File: config.mk
export PLATFORM = sky130hd
export DESIGN_NAME = ped_signal_controller_flat
export DESIGN_NICKNAME = d
export VERILOG_FILES = /design/src/rtl/ped_signal_controller_if.sv /design/src/rtl/ped_signal_controller.sv /design/src/flat_wrapper.sv
export SDC_FILE = /design/constraint.sdc
export NUM_CORES = 1
export LEC_CHECK = 0
export CAP_MARGIN = 15
export CORE_MARGIN = 2
export CORE_UTILIZATION = 40
export DETAILED_ROUTE_END_ITERATION = 7
export GPL_ROUTABILITY_DRIVEN = 0
export PLACE_DENSITY = 0.65
export SLEW_MARGIN = 5
export SYNTH_ARGS = -nofsm -noshare
export SYNTH_HDL_FRONTEND = slang
export SYNTH_SLANG_ARGS = --single-unit
File: constraint.sdc
create_clock -name clk -period 1.8 [get_ports clk]
set_input_delay 0.54 -clock clk [delete_from_list [all_inputs] [get_ports clk]]
set_output_delay 0.54 -clock clk [all_outputs]
set_load 0.005 [all_outputs]
File: src/rtl/ped_signal_controller_if.sv
// Signal bundle between the pedestrian sequencer and its environment.
// The master side drives the timing strobe and requests.
// The slave side is the sequencer, which drives the signal head state.
interface ped_signal_controller_if;
  logic       tick;
  logic       enable;
  logic       ped_button;
  logic       cross_green;
  logic [2:0] walk_state;
  logic       ped_pending;
  logic       ped_done;

  modport master (
    output tick, enable, ped_button, cross_green,
    input  walk_state, ped_pending, ped_done
  );

  modport slave (
    input  tick, enable, ped_button, cross_green,
    output walk_state, ped_pending, ped_done
  );
endinterface

File: src/rtl/ped_signal_controller.sv
// Pedestrian crossing sequencer.
// A push-button request is latched, then WALK is granted once the traffic
// controller opens the pedestrian phase. After WALK come FLASHING DONT WALK
// and a steady clearance interval, all timed in 1 Hz ticks.
// walk_state is one-hot {walk, flashing_dont_walk, dont_walk}.
module ped_signal_controller #(
  parameter int WALK_TICKS  = 5,
  parameter int FLASH_TICKS = 4,
  parameter int CLEAR_TICKS = 2
) (
  input  logic                    clk,
  input  logic                    reset_n,
  ped_signal_controller_if.slave  ped_if
);

  localparam int MAX_WF = (WALK_TICKS > FLASH_TICKS) ? WALK_TICKS : FLASH_TICKS;
  localparam int MAX_T  = (MAX_WF > CLEAR_TICKS) ? MAX_WF : CLEAR_TICKS;
  localparam int CNT_W  = $clog2(MAX_T + 1);

  localparam logic [CNT_W-1:0] CNT_WALK  = CNT_W'(WALK_TICKS);
  localparam logic [CNT_W-1:0] CNT_FLASH = CNT_W'(FLASH_TICKS);
  localparam logic [CNT_W-1:0] CNT_CLEAR = CNT_W'(CLEAR_TICKS);
  localparam logic [CNT_W-1:0] CNT_ONE   = CNT_W'(1);

  typedef enum logic [2:0] {
    S_OFF      = 3'd0,
    S_DONTWALK = 3'd1,
    S_WALK     = 3'd2,
    S_FLASH    = 3'd3,
    S_CLEAR    = 3'd4
  } state_t;

  state_t           state_q, state_d;
  logic [CNT_W-1:0] cnt_q, cnt_d;
  logic             pend_q, pend_d;
  logic             done_q, done_d;
  logic [2:0]       walk_q;
  logic             btn_s1_q, btn_s2_q, btn_s3_q;
  logic             press;
  logic             tick_last;

  // Head encoding. CLEAR shows steady DONT WALK, and OFF shows a dark head.
  function automatic logic [2:0] encode_walk(input state_t s);
    case (s)
      S_DONTWALK: encode_walk = 3'b001;
      S_WALK:     encode_walk = 3'b100;
      S_FLASH:    encode_walk = 3'b010;
      S_CLEAR:    encode_walk = 3'b001;
      default:    encode_walk = 3'b000;
    endcase
  endfunction

  // Two-flop synchronizer plus an edge-detect flop for the raw button.
  always_ff @(posedge clk or negedge reset_n) begin
    if (!reset_n) begin
      btn_s1_q <= 1'b0;
      btn_s2_q <= 1'b0;
      btn_s3_q <= 1'b0;
    end else begin
      btn_s1_q <= ped_if.ped_button;
      btn_s2_q <= btn_s1_q;
      btn_s3_q <= btn_s2_q;
    end
  end

  // A held button produces only its rising edge.
  assign press     = btn_s2_q & ~btn_s3_q;
  assign tick_last = ped_if.tick && (cnt_q == CNT_ONE);

  // Next-state, counter, request-latch and done-pulse logic.
  always_comb begin
    state_d = state_q;
    cnt_d   = cnt_q;
    pend_d  = pend_q;
    done_d  = 1'b0;
    if (!ped_if.enable) begin
      state_d = S_OFF;
      cnt_d   = '0;
      pend_d  = 1'b0;
    end else begin
      if (ped_if.tick && (cnt_q != '0)) cnt_d = cnt_q - CNT_ONE;
      // Presses during WALK are already being served, so they are dropped.
      if (press && (state_q != S_WALK)) pend_d = 1'b1;
      case (state_q)
        S_OFF: state_d = S_DONTWALK;
        S_DONTWALK: begin
          if (pend_q && ped_if.cross_green) begin
            state_d = S_WALK;
            cnt_d   = CNT_WALK;
            pend_d  = 1'b0;   // clearing on WALK entry overrides a coincident press
          end
        end
        S_WALK: begin
          // Loss of the phase cuts WALK short but never the flashing interval.
          if (!ped_if.cross_green || tick_last) begin
            state_d = S_FLASH;
            cnt_d   = CNT_FLASH;
          end
        end
        S_FLASH: begin
          if (tick_last) begin
            state_d = S_CLEAR;
            cnt_d   = CNT_CLEAR;
          end
        end
        S_CLEAR: begin
          if (tick_last) begin
            state_d = S_DONTWALK;
            done_d  = 1'b1;
          end
        end
        default: begin
          state_d = S_DONTWALK;
          cnt_d   = '0;
        end
      endcase
    end
  end

  // State, counter and registered outputs.
  always_ff @(posedge clk or negedge reset_n) begin
    if (!reset_n) begin
      state_q <= S_OFF;
      cnt_q   <= '0;
      pend_q  <= 1'b0;
      done_q  <= 1'b0;
      walk_q  <= 3'b000;
    end else begin
      state_q <= state_d;
      cnt_q   <= cnt_d;
      pend_q  <= pend_d;
      done_q  <= done_d;
      walk_q  <= encode_walk(state_d);
    end
  end

  assign ped_if.walk_state  = walk_q;
  assign ped_if.ped_pending = pend_q;
  assign ped_if.ped_done    = done_q;

endmodule

File: src/flat_wrapper.sv
// flat-port wrapper written by rule: the top's interface ports become plain ports
module ped_signal_controller_flat 
#(
  parameter int WALK_TICKS  = 5,
  parameter int FLASH_TICKS = 4,
  parameter int CLEAR_TICKS = 2
)
  (clk, reset_n, ped_if_tick, ped_if_enable, ped_if_ped_button, ped_if_cross_green, ped_if_walk_state, ped_if_ped_pending, ped_if_ped_done);
  ped_signal_controller_if ped_if_i ();
  input  logic clk;
  input  logic reset_n;
  input wire logic [$bits(ped_if_i.tick)-1:0] ped_if_tick;
  input wire logic [$bits(ped_if_i.enable)-1:0] ped_if_enable;
  input wire logic [$bits(ped_if_i.ped_button)-1:0] ped_if_ped_button;
  input wire logic [$bits(ped_if_i.cross_green)-1:0] ped_if_cross_green;
  output wire logic [$bits(ped_if_i.walk_state)-1:0] ped_if_walk_state;
  output wire logic [$bits(ped_if_i.ped_pending)-1:0] ped_if_ped_pending;
  output wire logic [$bits(ped_if_i.ped_done)-1:0] ped_if_ped_done;
  assign ped_if_i.tick = ped_if_tick;
  assign ped_if_i.enable = ped_if_enable;
  assign ped_if_i.ped_button = ped_if_ped_button;
  assign ped_if_i.cross_green = ped_if_cross_green;
  assign ped_if_walk_state = ped_if_i.walk_state;
  assign ped_if_ped_pending = ped_if_i.ped_pending;
  assign ped_if_ped_done = ped_if_i.ped_done;
  ped_signal_controller #(.WALK_TICKS(WALK_TICKS), .FLASH_TICKS(FLASH_TICKS), .CLEAR_TICKS(CLEAR_TICKS)) u_core (.clk(clk), .reset_n(reset_n), .ped_if(ped_if_i));
endmodule
== Word-level counts from Yosys, hierarchy flattened ==
Cells that the tools add are included.

* Output and inout port bits: 5
* Input bits: 6
* Word-level logic and storage cells: 51
* Register bits: 14
* Latch bits: 0
* RAM bits: 0
* Memories: 0
* Memory bits (read-only): 0

* Multipliers: 0
* Shift-type cells: 0
* $add $sub $neg: 1
* Equality and inequality tests: 10
* $lt $le $gt $ge: 0
* Divide/modulo/power cells: 0
* Muxes and demuxes: 20
* Reduce and logical (&&, ||, !) cells: 10
* Bitwise gates (word level): 2

{| class="wikitable"
|+ Operators by type and width
! operator !! number
|-
| $mux 3 || 10
|-
| $pmux 3 s4 || 2
|-
| $eq 3x2->1 const B || 4
|-
| $eq 3x1->1 const B || 3
|-
| $pmux 3 s3 || 1
|-
| $mux 1 || 7
|-
| $eq 3x3->1 const B || 2
|-
| $logic_and 1x1->1 || 4
|-
| $reduce_or 2->1 || 2
|-
| $logic_not 3->1 || 1
|-
| $ne 3x2->1 const B || 1
|-
| $reduce_bool 3->1 || 1
|-
| $sub 3x1->3 const B || 1
|-
| $and 1x1->1 || 1
|-
| $logic_not 1->1 || 1
|-
| $logic_or 1x1->1 || 1
|-
| $not 1->1 || 1
|}

== Depth between registers and ports, before layout ==
* Depth in word-level cells: 9
* Gate-level depth with buffers: 6

== Least setup slack after synthesis ==
OpenSTA, ideal clock, no wires.

* Path type: register to register
* From: register u_core.cnt_q[1]
* To: register u_core.cnt_q[0]
* Arrival: 1310 ps
* Library setup time: 118 ps
* Data required time: 1682 ps
* Buffers on the path: 0
* Stages on the path, launching flop included: 7
* Slack: 371 ps
* Period minus slack after synthesis: 1429 ps
* Cell sequence: dfrtp_1 inv_1 ha_1 and4bb_2 a21oi_1 a41oi_1 a21o_1

* Longest elaborated chain between the ends: 6

{| class="wikitable"
|+ RTL lines
! element !! line !! text
|-
| from (decl) || ped_signal_controller.sv:34 || <nowiki>logic [CNT_W-1:0] cnt_q, cnt_d;</nowiki>
|-
| from (signal assigned) || ped_signal_controller.sv:130 || <nowiki>cnt_q <= cnt_d;</nowiki>
|-
| $reduce_bool 3->1 or $eq 3x1->1 (tied branches) || ped_signal_controller.sv:81, ped_signal_controller.sv:68 ||
|-
| $logic_and 1x1->1 (on tied branches) || ped_signal_controller.sv:81, ped_signal_controller.sv:68 ||
|-
| $mux 3 or $logic_or 1x1->1 (tied branches) || ped_signal_controller.sv:81, ped_signal_controller.sv:95 ||
|-
| $mux 3 (on tied branches) || ped_signal_controller.sv:101, ped_signal_controller.sv:87, ped_signal_controller.sv:95 ||
|-
| $pmux 3 s4 (*) || ped_signal_controller.sv:84 || <nowiki>case (state_q)</nowiki>
|-
| $mux 3 (*) || ped_signal_controller.sv:76 || <nowiki>if (!ped_if.enable) begin</nowiki>
|-
| via u_core.cnt_d[0] || ped_signal_controller.sv:34 ||
|}

Mark *: on every way through the listed nets, which the timed path passes. The rest lies on a longest branch.

== Final worst setup path ==
* From: register u_core.pend_q, in the netlist u_core.ped_if.ped_pending
* To: output port ped_if_ped_pending

{| class="wikitable"
|+ RTL lines
! element !! line !! text
|-
| from (decl) || ped_signal_controller.sv:35 || <nowiki>logic pend_q, pend_d;</nowiki>
|-
| from (signal assigned) || ped_signal_controller.sv:131 || <nowiki>pend_q <= pend_d;</nowiki>
|-
| to (decl) || flat_wrapper.sv:17 || <nowiki>output wire logic [$bits(ped_if_i.ped_pending)-1:0] ped_if_ped_pending;</nowiki>
|}

No word-level cell between the ends.

==> metrics.csv <==
metric,value,unit
antenna_found_initial,0,
nFillCells,184,
ys_seq_area_frac,0.438,
clkSlewWorstSetupHoldPaths,90,ps
met1_length,754,um
routed.top_layer,met4,
met3_length,39,um
setup_viol,0,
final_cells,121,
post-route-min-period,1700,ps
crit_fanout,2,
stdcell_area,982,um^2
core-area,1920,um^2
syn_avg_cell_area,10.3,um^2
r2r_start,u_core.cnt_q[1],
cts_tree,yes,
synth_area_leaders,"dfrtp_1 (44%), a21oi_1 (5.6%), nand3b_4 (5.0%)",
syn_area,800,um^2
wire_per_inst,13.6,um
reg2reg_depth,6,
cp_data_required_time,1260,ps
finalWorstSetupSlack,101,ps
crit_chain,clkdlybuf4s50_1,
p_leak,0.469,nW
fmax,589,MHz
drive_gt1_frac,0.181,
grt_pass1_wl,3.02,mm
root_buffer,clkbuf_4,
dieArea,2370,um^2
initialDrtViolationCount,13,
layout_common_cells,"dfrtp_1 (14), clkdlybuf4s50_1 (10), a21oi_1 (9)",
worstMarginPinSlew,370,ps
ir_drop,0.455,mV
critPathBufInv,1,
critPathCaptureType,output port,
synth_seq_cells,14,
p_per_area,828,nW/um^2
grt.overflow.total,0,
reg2reg_slack,200,ps
place_area,952,um^2
layout.nets,105,
place_inst,117,
slew_violations,0,
critPathLaunchType,flip-flop,
crit_arrival,1160,ps
die_w,48.7,um
dr.pass1.iters,4,
clockBufferDepth,2,
clock-sinks,14,
fin_skew,12.6,ps
rows,16,
hold_depth,0,
postRouteAntennaNets,0,
status,"complete, no violations",
rsz0062_at_grt,false,
maxCapViolations,0,
final_hold_viol_count,0,
num_vias,654,
drc,0,
cp_slowest_cell,clkdlybuf4s50_1,
wl,1.64,mm
synth_cell_types,32,
synth_top_cell_by_area,dfrtp_1,
critical_path_class,reg2out,
hpwlAfterDp,1.25,mm
slowest_delay,500,ps
cp-startpoint,u_core.ped_if.ped_pending,
ys_warn_count,0,
grt_max_degree,15,
maxSlewHeadroom,0.753,
synth_fp_nets,87,
dieHeight,48.7,um
synth_top_area_share,0.438,
finalPower,813,uW
first_global_vias,662,
start_util,0.416,
cts_inserted_buffers,3,
min_from,u_core.btn_s1_q,
ioPinCount,11,
via_per_inst,5.40,
hold_class,reg2reg,
htree_levels,1,
n_antenna_cell,0,
hold_buffers,0,
portBuffers,10,
cp_top_family,buffers and inverters,
worst-path-stages,1,
pre_cts_ws,-166,ps
worstSkewPairLatency,290,ps
postSynthCellCount,78,
area.sequential,350,um^2
multi_input_area,412,um^2
grt_usage,0.166,
wl_met2,802,um
final_common_cell,dfrtp_1,
syn2layout_area_growth,22.8,%
period_share,0.944,
==> layer usage <==
layer | GRT usage | vias up
met4 | 0.100 | 0
met3 | 0.0185 | 5
met5 | 0 | -
met2 | 0.272 | 15
met1 | 0.211 | 314
li1 | - | 320
==> timing repair <==
action                                  4_1_cts  5_1_grt
resized for setup                             0        0
endpoints found under the setup margin        1        0
setup buffers                                 1        0
==> cell type report <==
type                    instances  area share
inverters                       5      0.0191
multi-input cells              56       0.419
clock buffers                   3      0.0229
repair buffers                 16       0.148
well taps                      27      0.0344
flip-flops and latches         14       0.357
==> path summary, 6_finish.rpt <==
| check | to |
|---|---|
| min in group asynchronous | u_core.cnt_q[1] |
| hold reg to reg | u_core.btn_s2_q |
| hold / removal | u_core.btn_s2_q |
| max in group asynchronous | u_core.cnt_q[2] |
| setup / recovery | ped_if_ped_pending |
| setup reg to reg | u_core.cnt_q[0] |
==> kinds of logic after synthesis <==
logic type      Yosys count  share of synthesized area
simple gates             29                      0.264
compound gates           24                      0.203
flops                    14                      0.438
buf+inv                   8                     0.0469
fa+ha+maj                 3                     0.0470
==> worst register-to-register path, delay by kind of cell (launching register included) <==
kind / cells / cell delay [ps]
flops: 1 / 380
fa+ha+maj: 1 / 300
simple gates: 1 / 270
compound gates: 3 / 440
buf+inv: 1 / 100
==> synth_stat cells, drive strengths merged <==
cell	instances
dfrtp	14
a21oi	10
nand2	6
inv	5
nor3	5
a31oi	4
nor2	4
ha	3
nand3b	3
a21o	2
buf	2
nand2b	2
o21a	2
a311oi	1
a41oi	1
and2	1
and2b	1
and3	1
and3b	1
and4b	1
and4bb	1
clkbuf	1
nand4b	1
nor2b	1
nor3b	1
o211a	1
o221a	1
o221ai	1
o22ai	1
==> stage by stage <==
step | hold WS (ps) | setup TNS [ps] | utilization
global placement | 335 | -707 | 0.495
finish | 357 | 0 | 0.511
CTS | 358 | 0 | 0.511
floorplan | 244 | 0 | -
detailed placement | 338 | -1030 | 0.495
global route | 367 | 0 | 0.511
==> power breakdown <==
group | switching (mW) | total [mW] | leakage (nW) | internal, mW
Combinational | 0.140 | 0.267 | 0.273 | 0.127
Sequential | 0.0265 | 0.367 | 0.182 | 0.340
Clock | 0.102 | 0.180 | 0.0138 | 0.0779
Total | 0.268 | 0.813 | 0.469 | 0.545
==> state kept, by name (all words and copies together) (netlist names) <==
name,flops
u_core.btn_s1_q,1
u_core.ped_if.ped_pending,1
u_core.cnt_q,3
u_core.ped_if.ped_done,1
u_core.btn_s2_q,1
u_core.ped_if.walk_state,3
u_core.btn_s3_q,1
u_core.state_q,3
Note: power is estimated with default switching activity, not from simulation.
